`src/rtl/d_ip_m_pcrm_mctrl.sv`:
```
// Per-domain power/clock/reset sequencing controller: NUM_DOM independent FSMs.
// Define D_IP_M_PCRM_MCTRL_TMO_EN to build the per-domain ack-timeout counters and sticky errors.
module d_ip_m_pcrm_mctrl #(
    parameter int NUM_DOM = 4,
    parameter int TMO_W   = 8
) (
    input  logic                   clk,
    input  logic                   sync_rst_b,
    input  logic [TMO_W-1:0]       tmo_cyc,
    input  logic [NUM_DOM-1:0]     vdd_po_rst_b,
    input  logic [NUM_DOM-1:0]     clk_ack,
    input  logic [NUM_DOM-1:0]     clk_gting_ack,
    input  logic [NUM_DOM-1:0]     pwr_gting_ack,
    input  logic [NUM_DOM-1:0]     err_clr,
    output logic [NUM_DOM-1:0]     vdd_iso_en_b,
    output logic [NUM_DOM-1:0]     clk_gate_en_b,
    output logic [NUM_DOM-1:0]     func_rst_b,
    output logic [3*NUM_DOM-1:0]   dom_state,
    output logic [NUM_DOM-1:0]     tmo_err,
    output logic                   all_pwr_gtd
);

    typedef enum logic [2:0] {
        ST_RST         = 3'd0,
        ST_RUN         = 3'd1,
        ST_CLK_GTING   = 3'd2,
        ST_CLK_GTD     = 3'd3,
        ST_CLK_UNGTING = 3'd4,
        ST_PWR_GTING   = 3'd5,
        ST_PWR_GTD     = 3'd6,
        ST_PWR_UNGTING = 3'd7
    } state_t;

    function automatic state_t next_st(input state_t s, input logic ca, input logic cga,
                                       input logic pga, input logic vpr);
        state_t n;
        n = s;
        case (s)
            ST_RST:         if (ca)   n = ST_RUN;
            ST_RUN:         if (!ca)  n = ST_CLK_GTING;
            ST_CLK_GTING:   if (cga)  n = ST_CLK_GTD;
            // Losing vdd takes precedence over a returning clock.
            ST_CLK_GTD:     if (!vpr) n = ST_PWR_GTING;
                            else if (ca) n = ST_CLK_UNGTING;
            ST_CLK_UNGTING: if (!cga) n = ST_RUN;
            ST_PWR_GTING:   if (pga)  n = ST_PWR_GTD;
            ST_PWR_GTD:     if (vpr)  n = ST_PWR_UNGTING;
            ST_PWR_UNGTING: if (!pga) n = ST_CLK_GTD;
            default:        n = ST_RST;
        endcase
        return n;
    endfunction

    logic [NUM_DOM-1:0] pwr_gtd;

    for (genvar i = 0; i < NUM_DOM; i++) begin : g_dom
        state_t st;
        state_t st_nxt;

        assign st_nxt = next_st(st, clk_ack[i], clk_gting_ack[i], pwr_gting_ack[i],
                                vdd_po_rst_b[i]);

        always_ff @(posedge clk or negedge sync_rst_b) begin
            if (!sync_rst_b) st <= ST_RST;
            else             st <= st_nxt;
        end

        assign dom_state[3*i +: 3] = st;
        assign vdd_iso_en_b[i]  = !(st inside {ST_RST, ST_PWR_GTING, ST_PWR_GTD});
        assign clk_gate_en_b[i] = !(st inside {ST_RST, ST_CLK_GTING, ST_CLK_GTD,
                                               ST_PWR_GTING, ST_PWR_GTD, ST_PWR_UNGTING});
        assign func_rst_b[i]    = (st != ST_RST);
        assign pwr_gtd[i]       = (st == ST_PWR_GTD);

`ifdef D_IP_M_PCRM_MCTRL_TMO_EN
        logic             in_trans;
        logic             tmo_hit;
        logic [TMO_W-1:0] cnt;
        logic [TMO_W-1:0] cnt_nxt;
        logic             err;

        assign in_trans = st inside {ST_CLK_GTING, ST_CLK_UNGTING, ST_PWR_GTING, ST_PWR_UNGTING};

        always_comb begin
            cnt_nxt = '0;
            if (in_trans && (st_nxt == st))
                cnt_nxt = (&cnt) ? cnt : cnt + TMO_W'(1);
        end

        // Error becomes visible in the same cycle the count reaches the limit.
        assign tmo_hit = in_trans && (st_nxt == st) && (tmo_cyc != '0) && (cnt_nxt == tmo_cyc);

        always_ff @(posedge clk or negedge sync_rst_b) begin
            if (!sync_rst_b) begin
                cnt <= '0;
                err <= 1'b0;
            end else begin
                cnt <= cnt_nxt;
                if (tmo_hit)         err <= 1'b1;
                else if (err_clr[i]) err <= 1'b0;
            end
        end

        assign tmo_err[i] = err;
`else
        assign tmo_err[i] = 1'b0;
`endif
    end

`ifndef D_IP_M_PCRM_MCTRL_TMO_EN
    logic unused_tmo;
    assign unused_tmo = ^{tmo_cyc, err_clr};
`endif

    assign all_pwr_gtd = &pwr_gtd;

endmodule
```
`config.mk`:
```
export PLATFORM = sky130hd
export DESIGN_NAME = d_ip_m_pcrm_mctrl
export DESIGN_NICKNAME = d
export VERILOG_FILES = /design/src/rtl/d_ip_m_pcrm_mctrl.sv
export SDC_FILE = /design/constraint.sdc
export NUM_CORES = 1
export LEC_CHECK = 0
export CAP_MARGIN = 5
export CORE_UTILIZATION = 45
export CTS_CLUSTER_DIAMETER = 60
export DETAILED_ROUTE_END_ITERATION = 8
export DONT_BUFFER_PORTS = 1
export PLACE_DENSITY = 0.66
export SLEW_MARGIN = 25
export SYNTH_ARGS = -nofsm -noshare
export SYNTH_HDL_FRONTEND = slang
export SYNTH_SLANG_ARGS = --single-unit
```
`constraint.sdc`:
```
create_clock -name clk -period 1.2 [get_ports clk]
set_clock_uncertainty 0.1 [all_clocks]
set_input_delay 0.18 -clock clk [delete_from_list [all_inputs] [get_ports clk]]
set_output_delay 0.18 -clock clk [all_outputs]
set_load 0.01 [all_outputs]
```
======== Yosys cells after proc, flatten, opt, wreduce, memory -nomap -nowiden ========
Index checks and enable logic that the tools add are counted.
word-level totals
  bits in registers ....................... 12
  input port bits ......................... 30
  logic and storage cells ................. 133
cells by class
  eq/ne operators ......................... 60
  multiplexer cells ....................... 40
  reduce and logical (&&, ||, !) cells .... 29
operator list
  cell                  number
  $mux W3               36
  $pmux W3 S8           4
  $ne A2 B2 Y1 const B  28
  $eq A3 B3 Y1 const B  16
  $reduce_and A8 Y1     4
  $eq A3 B2 Y1 const B  8
  $reduce_bool A3 Y1    8
  $reduce_bool A6 Y1    4
  $eq A3 B1 Y1 const B  4
  $logic_not A3 Y1      4
  $ne A3 B3 Y1 const B  4
  $logic_not A1 Y1      8
  $reduce_and A4 Y1     1

======== Longest topological paths before layout ========
  depth in word-level cells ............... 3
  gate-level depth with buffers ........... 5

======== Worst setup path before layout ========
No wires, ideal clock.
  kind .................................... flip-flop to output port
  start ................................... register g_dom[3].st[0]
  end ..................................... output all_pwr_gtd
  arrival ................................. 1233 ps
  data required time ...................... 920 ps
  setup slack ............................. -313 ps
  cell stages (with the launch flop) ...... 4
  path through ............................ dfrtp_1 -> and2b_1 -> nand3_1 -> nor4_1
on the way
  word-level cells in the longest chain between the ends .. 2
ends and longest elaborated chain
  item                    RTL line  source
  start, declared         57        state_t st;
  start signal, assigned  65        else st <= st_nxt;
  $eq A3 B3 Y1            73        assign pwr_gtd[i] = (st == ST_PWR_GTD);
  $reduce_and A4 Y1       115       assign all_pwr_gtd = &pwr_gtd;
  end, declared           20        output logic all_pwr_gtd
No other way between the ends.

======== Worst setup path in the final report ========
  start ................................... register g_dom[0].st[0]
  end ..................................... output vdd_iso_en_b[0]
on the way
  word-level cells in the longest chain between the ends .. 3
  elaborated cells on any way between the ends .. 5
ends and longest elaborated chain
  item                                                     RTL line  source
  start, declared                                          57
  start signal, assigned                                   65
  $eq A3 B3 Y1 / $logic_not A3 Y1 (equally long branches)  69        assign vdd_iso_en_b[i] = !(st inside {ST_RST, ST_PWR_GTING, ST_PWR_GTD});
  $reduce_bool A3 Y1 *                                     69
  $logic_not A1 Y1 *                                       69
  end, declared                                            15        output logic [NUM_DOM-1:0] vdd_iso_en_b,
Every way passes the cells marked *; elsewhere a longest branch is shown, timed or not.

==> flow_summary_export.csv <==
group,metric,value,unit
status,status,"finished with violations",
yosys,synthSimpleGateAreaFrac,29.72,%
worst_setup_path,cp.arrival,1.31,ns
worst_setup_path,reg2reg_depth,3,
clock_tree,cts_root_buf,"clkbuf_4",
sta,hold_ws,0.05223,ns
sta,setup_tns,-5.769,ns
yosys,ys_ff_latch,12,
worst_setup_path,cp_max_fo,3,
yosys,synth-adder-area-share,0,%
worst_setup_path,critPathLaunchType,"register",
layout,finalNetCount,221,
yosys,avgSynthCellArea,7.609,sq um
worst_setup_path,crit_required,0.92,ns
global_routing,grt_overflow,0,
sta,fin_ws,-0.3919,ns
layout,largest_register_ffs,12,
sta,max_freq,628.2,MHz
floorplanning,dieArea,0.002478,sq mm
layout,area_growth,81.49,%
sta,setup_viol,30,
yosys,yosys-mux-area-fraction,4.263,%
route,vias_per_cell,5.991,
route,wire_per_inst,18.02,um
power_and_ir_drop,power_density,2963,mW/mm^2
sta,rsz0062_at_grt,"true",
worst_setup_path,critPathBufInv,1,
floorplanning,num_rows,16,
worst_setup_path,crit_type,"reg2out",
clock_tree,numCtsBuffers,3,
yosys,ys_seq_area_share,29.23,%
power_and_ir_drop,ir_drop,2191,uV
min_path,holdPathStages,2,
sta,slew_headroom,62.04,%
yosys,syn_inst,135,
route,drtAntennaViolNets,0,
worst_setup_path,cp_cell_sequence,"buf_6 > or3_4 > a21boi_4",
yosys,synthXorXnorAreaFrac,2.558,%
global_routing,grt_usage,26.08,%
worst_setup_path,crit_family,"flip-flops",
route,vias,1294,
yosys,ys_warn_count,0,
worst_setup_path,slowest_stage,"dfrtp_2",
clock_tree,cts_max_path_buffers,2,
min_path,hold_path.class,"in2reg",
clock_tree,clock_latency,0.26,ns
clock_tree,cts.sinks,12,
route,drc,0,
power_and_ir_drop,p_leak,0.8178,nW
route,drt-total-wl,3893,um
layout,regMostFlops,"g_dom.st",
floorplanning,fp.dieH,49.78,um
placement,place_ws,-0.2648,ns
placement,dp_hpwl,1917,um
global_routing,grt_first_pass_wirelength,5002,um
yosys,netlist_area,0.001027,sq mm
placement,place_congestion,0.8097,
yosys,synth_cell_type_count,36,
floorplanning,io_pins,59,
worst_setup_path,end_kind,"primary output",
sta,worst_pin_slew,0.5675,ns
floorplanning,fp.dieW,49.78,um
global_routing,grt_pass1_vias,1191,
clock_tree,path_clk_slew,0.07,ns
route,drtPass1Iterations,4,
global_routing,grt_antenna_before_repair,0,
sta,finalHoldViolations,0,
floorplanning,core,0.002062,sq mm
worst_setup_path,cp.depth,3,
floorplanning,initial_core_util,49.82,%
clock_tree,cts_max_level,1,
yosys,synth_top_family_by_area,"simple AND/OR/NAND/NOR gates",
worst_setup_path,crit_path_max_incr_delay,0.43,ns
layout,drive_gt1_share,60.32,%
route,drt_iter0_markers,27,
layout,n_antenna_cell,0,
yosys,synth_compound_area_share,23.39,%
yosys,yosys.area.top_type_share,29.23,%
sta,finalCritPeriodShare,132.7,%
global_routing,grt_max_degree,13,
status,violations,"negative setup slack",
sta,slew_violations,0,
placement,io_buffers,0,
yosys,synth_top_area_cell,"dfrtp_1",
yosys,synth_area_leaders,"dfrtp_1, a21oi_1, nor2_1, nand2b_1, o21ai_0",
run,drv_cap,0,
layout,reg_top3,"g_dom.st (12)",
clock_tree,cts_tree,"built",
sta,layout_min_cycle_time,1.592,ns
through the flow:
stage	utilization, %	cell area (sq um)	cells	power, mW
detailed placement	65.41	1349	194	3.598
finish	90.41	1864	216	5.525
CTS	82.77	1707	210	4.793
global route	90.41	1864	216	5.814
global placement	65.41	1349	194	3.513
floorplan	-	1099	138	2.584
worst paths after layout:
kind                                   from         endpoint  slack [ns]
hold reg to reg              g_dom[3].st[2]   g_dom[3].st[1]        0.58
hold / removal             clk_gting_ack[1]   g_dom[1].st[0]        0.05
max in group asynchronous        sync_rst_b   g_dom[2].st[2]        0.34
setup / recovery             g_dom[0].st[0]  vdd_iso_en_b[0]       -0.39
min in group asynchronous        sync_rst_b   g_dom[0].st[2]        0.25
setup reg to reg             g_dom[0].st[0]   g_dom[0].st[0]       -0.34
routing by layer:
| metal | vias to the layer above | track usage [%] | wire length (um) |
|---|---|---|---|
| met4 | 0 | 4.762 | 80 |
| met2 | 70 | 50.90 | 2112 |
| met1 | 631 | 28.60 | 1459 |
| li1 | 583 | - | - |
| met5 | - | 0 | 0 |
| met3 | 10 | 5.247 | 240 |
worst reg2reg max path: cells and delay by family (launching register included):
| kind | cells | cell delay, ns |
|---|---|---|
| flops | 1 | 0.43 |
| buf+inv | 1 | 0.17 |
| mux | 1 | 0.48 |
| simple gates | 1 | 0.23 |
layout by cell type (no fill, tap or decap), types with 5 or more instances in the layout:
master    netlist  final
a21oi_2         0      5
buf_4           4     22
nand2b_1        9      5
a21oi_1        15      8
nor2_4          0      5
inv_1           8      6
buf_6           2     33
dfrtp_2         0      8
nor2_1         18     11
cell families (layout without fill, tap and decap cells):
family,Yosys count,after routing
xor+xnor,3,3
buf+inv,19,70
mux,3,3
other cells,1,4
flops,12,12
simple gates,57,57
compound gates,40,40
final cells by class:
class / instances / area, sq um
inverters: 8 / 30.03
repair buffers: 59 / 576.8
clock buffers: 3 / 22.52
fillers: 96 / 197.7
well taps: 27 / 33.78
multi-input cells: 107 / 890.9
flip-flops and latches: 12 / 310.3
cells in the mapped netlist (all sizes together):
| library cell | instances |
|---|---|
| and4b | 1 |
| o21a | 2 |
| nand3 | 4 |
| nor3 | 5 |
| a32o | 1 |
| o21ba | 1 |
| nor2b | 5 |
| a31oi | 4 |
| buf | 11 |
| xnor2 | 1 |
| or3 | 5 |
| conb | 1 |
| mux4 | 1 |
| a211oi | 4 |
| a21boi | 2 |
| mux2 | 1 |
| nand4b | 1 |
| a21oi | 15 |
| dfrtp | 12 |
| and2b | 2 |
| a21o | 1 |
| nand2b | 9 |
| xor2 | 2 |
| nor2 | 18 |
| or3b | 1 |
| nand2 | 3 |
| nand4 | 1 |
| inv | 8 |
| nor4 | 1 |
| o22ai | 2 |
| mux2i | 1 |
| or2 | 1 |
| o21ai | 8 |
where the power goes:
group / internal [mW] / switching [mW]
logic: 2.32 / 2.07
registers: 0.636 / 0.268
clock network: 0.116 / 0.116
timing repair:
| item | in CTS | in global routing |
|---|---|---|
| hold buffers | 4 | 0 |
| endpoints found under the setup margin | 27 | 31 |
| pin swaps | 19 | 18 |
| setup buffers | 9 | 7 |
| gates resized for setup | 65 | 29 |
| hold endpoints to repair | 15 | 0 |
(Power assumes the default switching activity.)
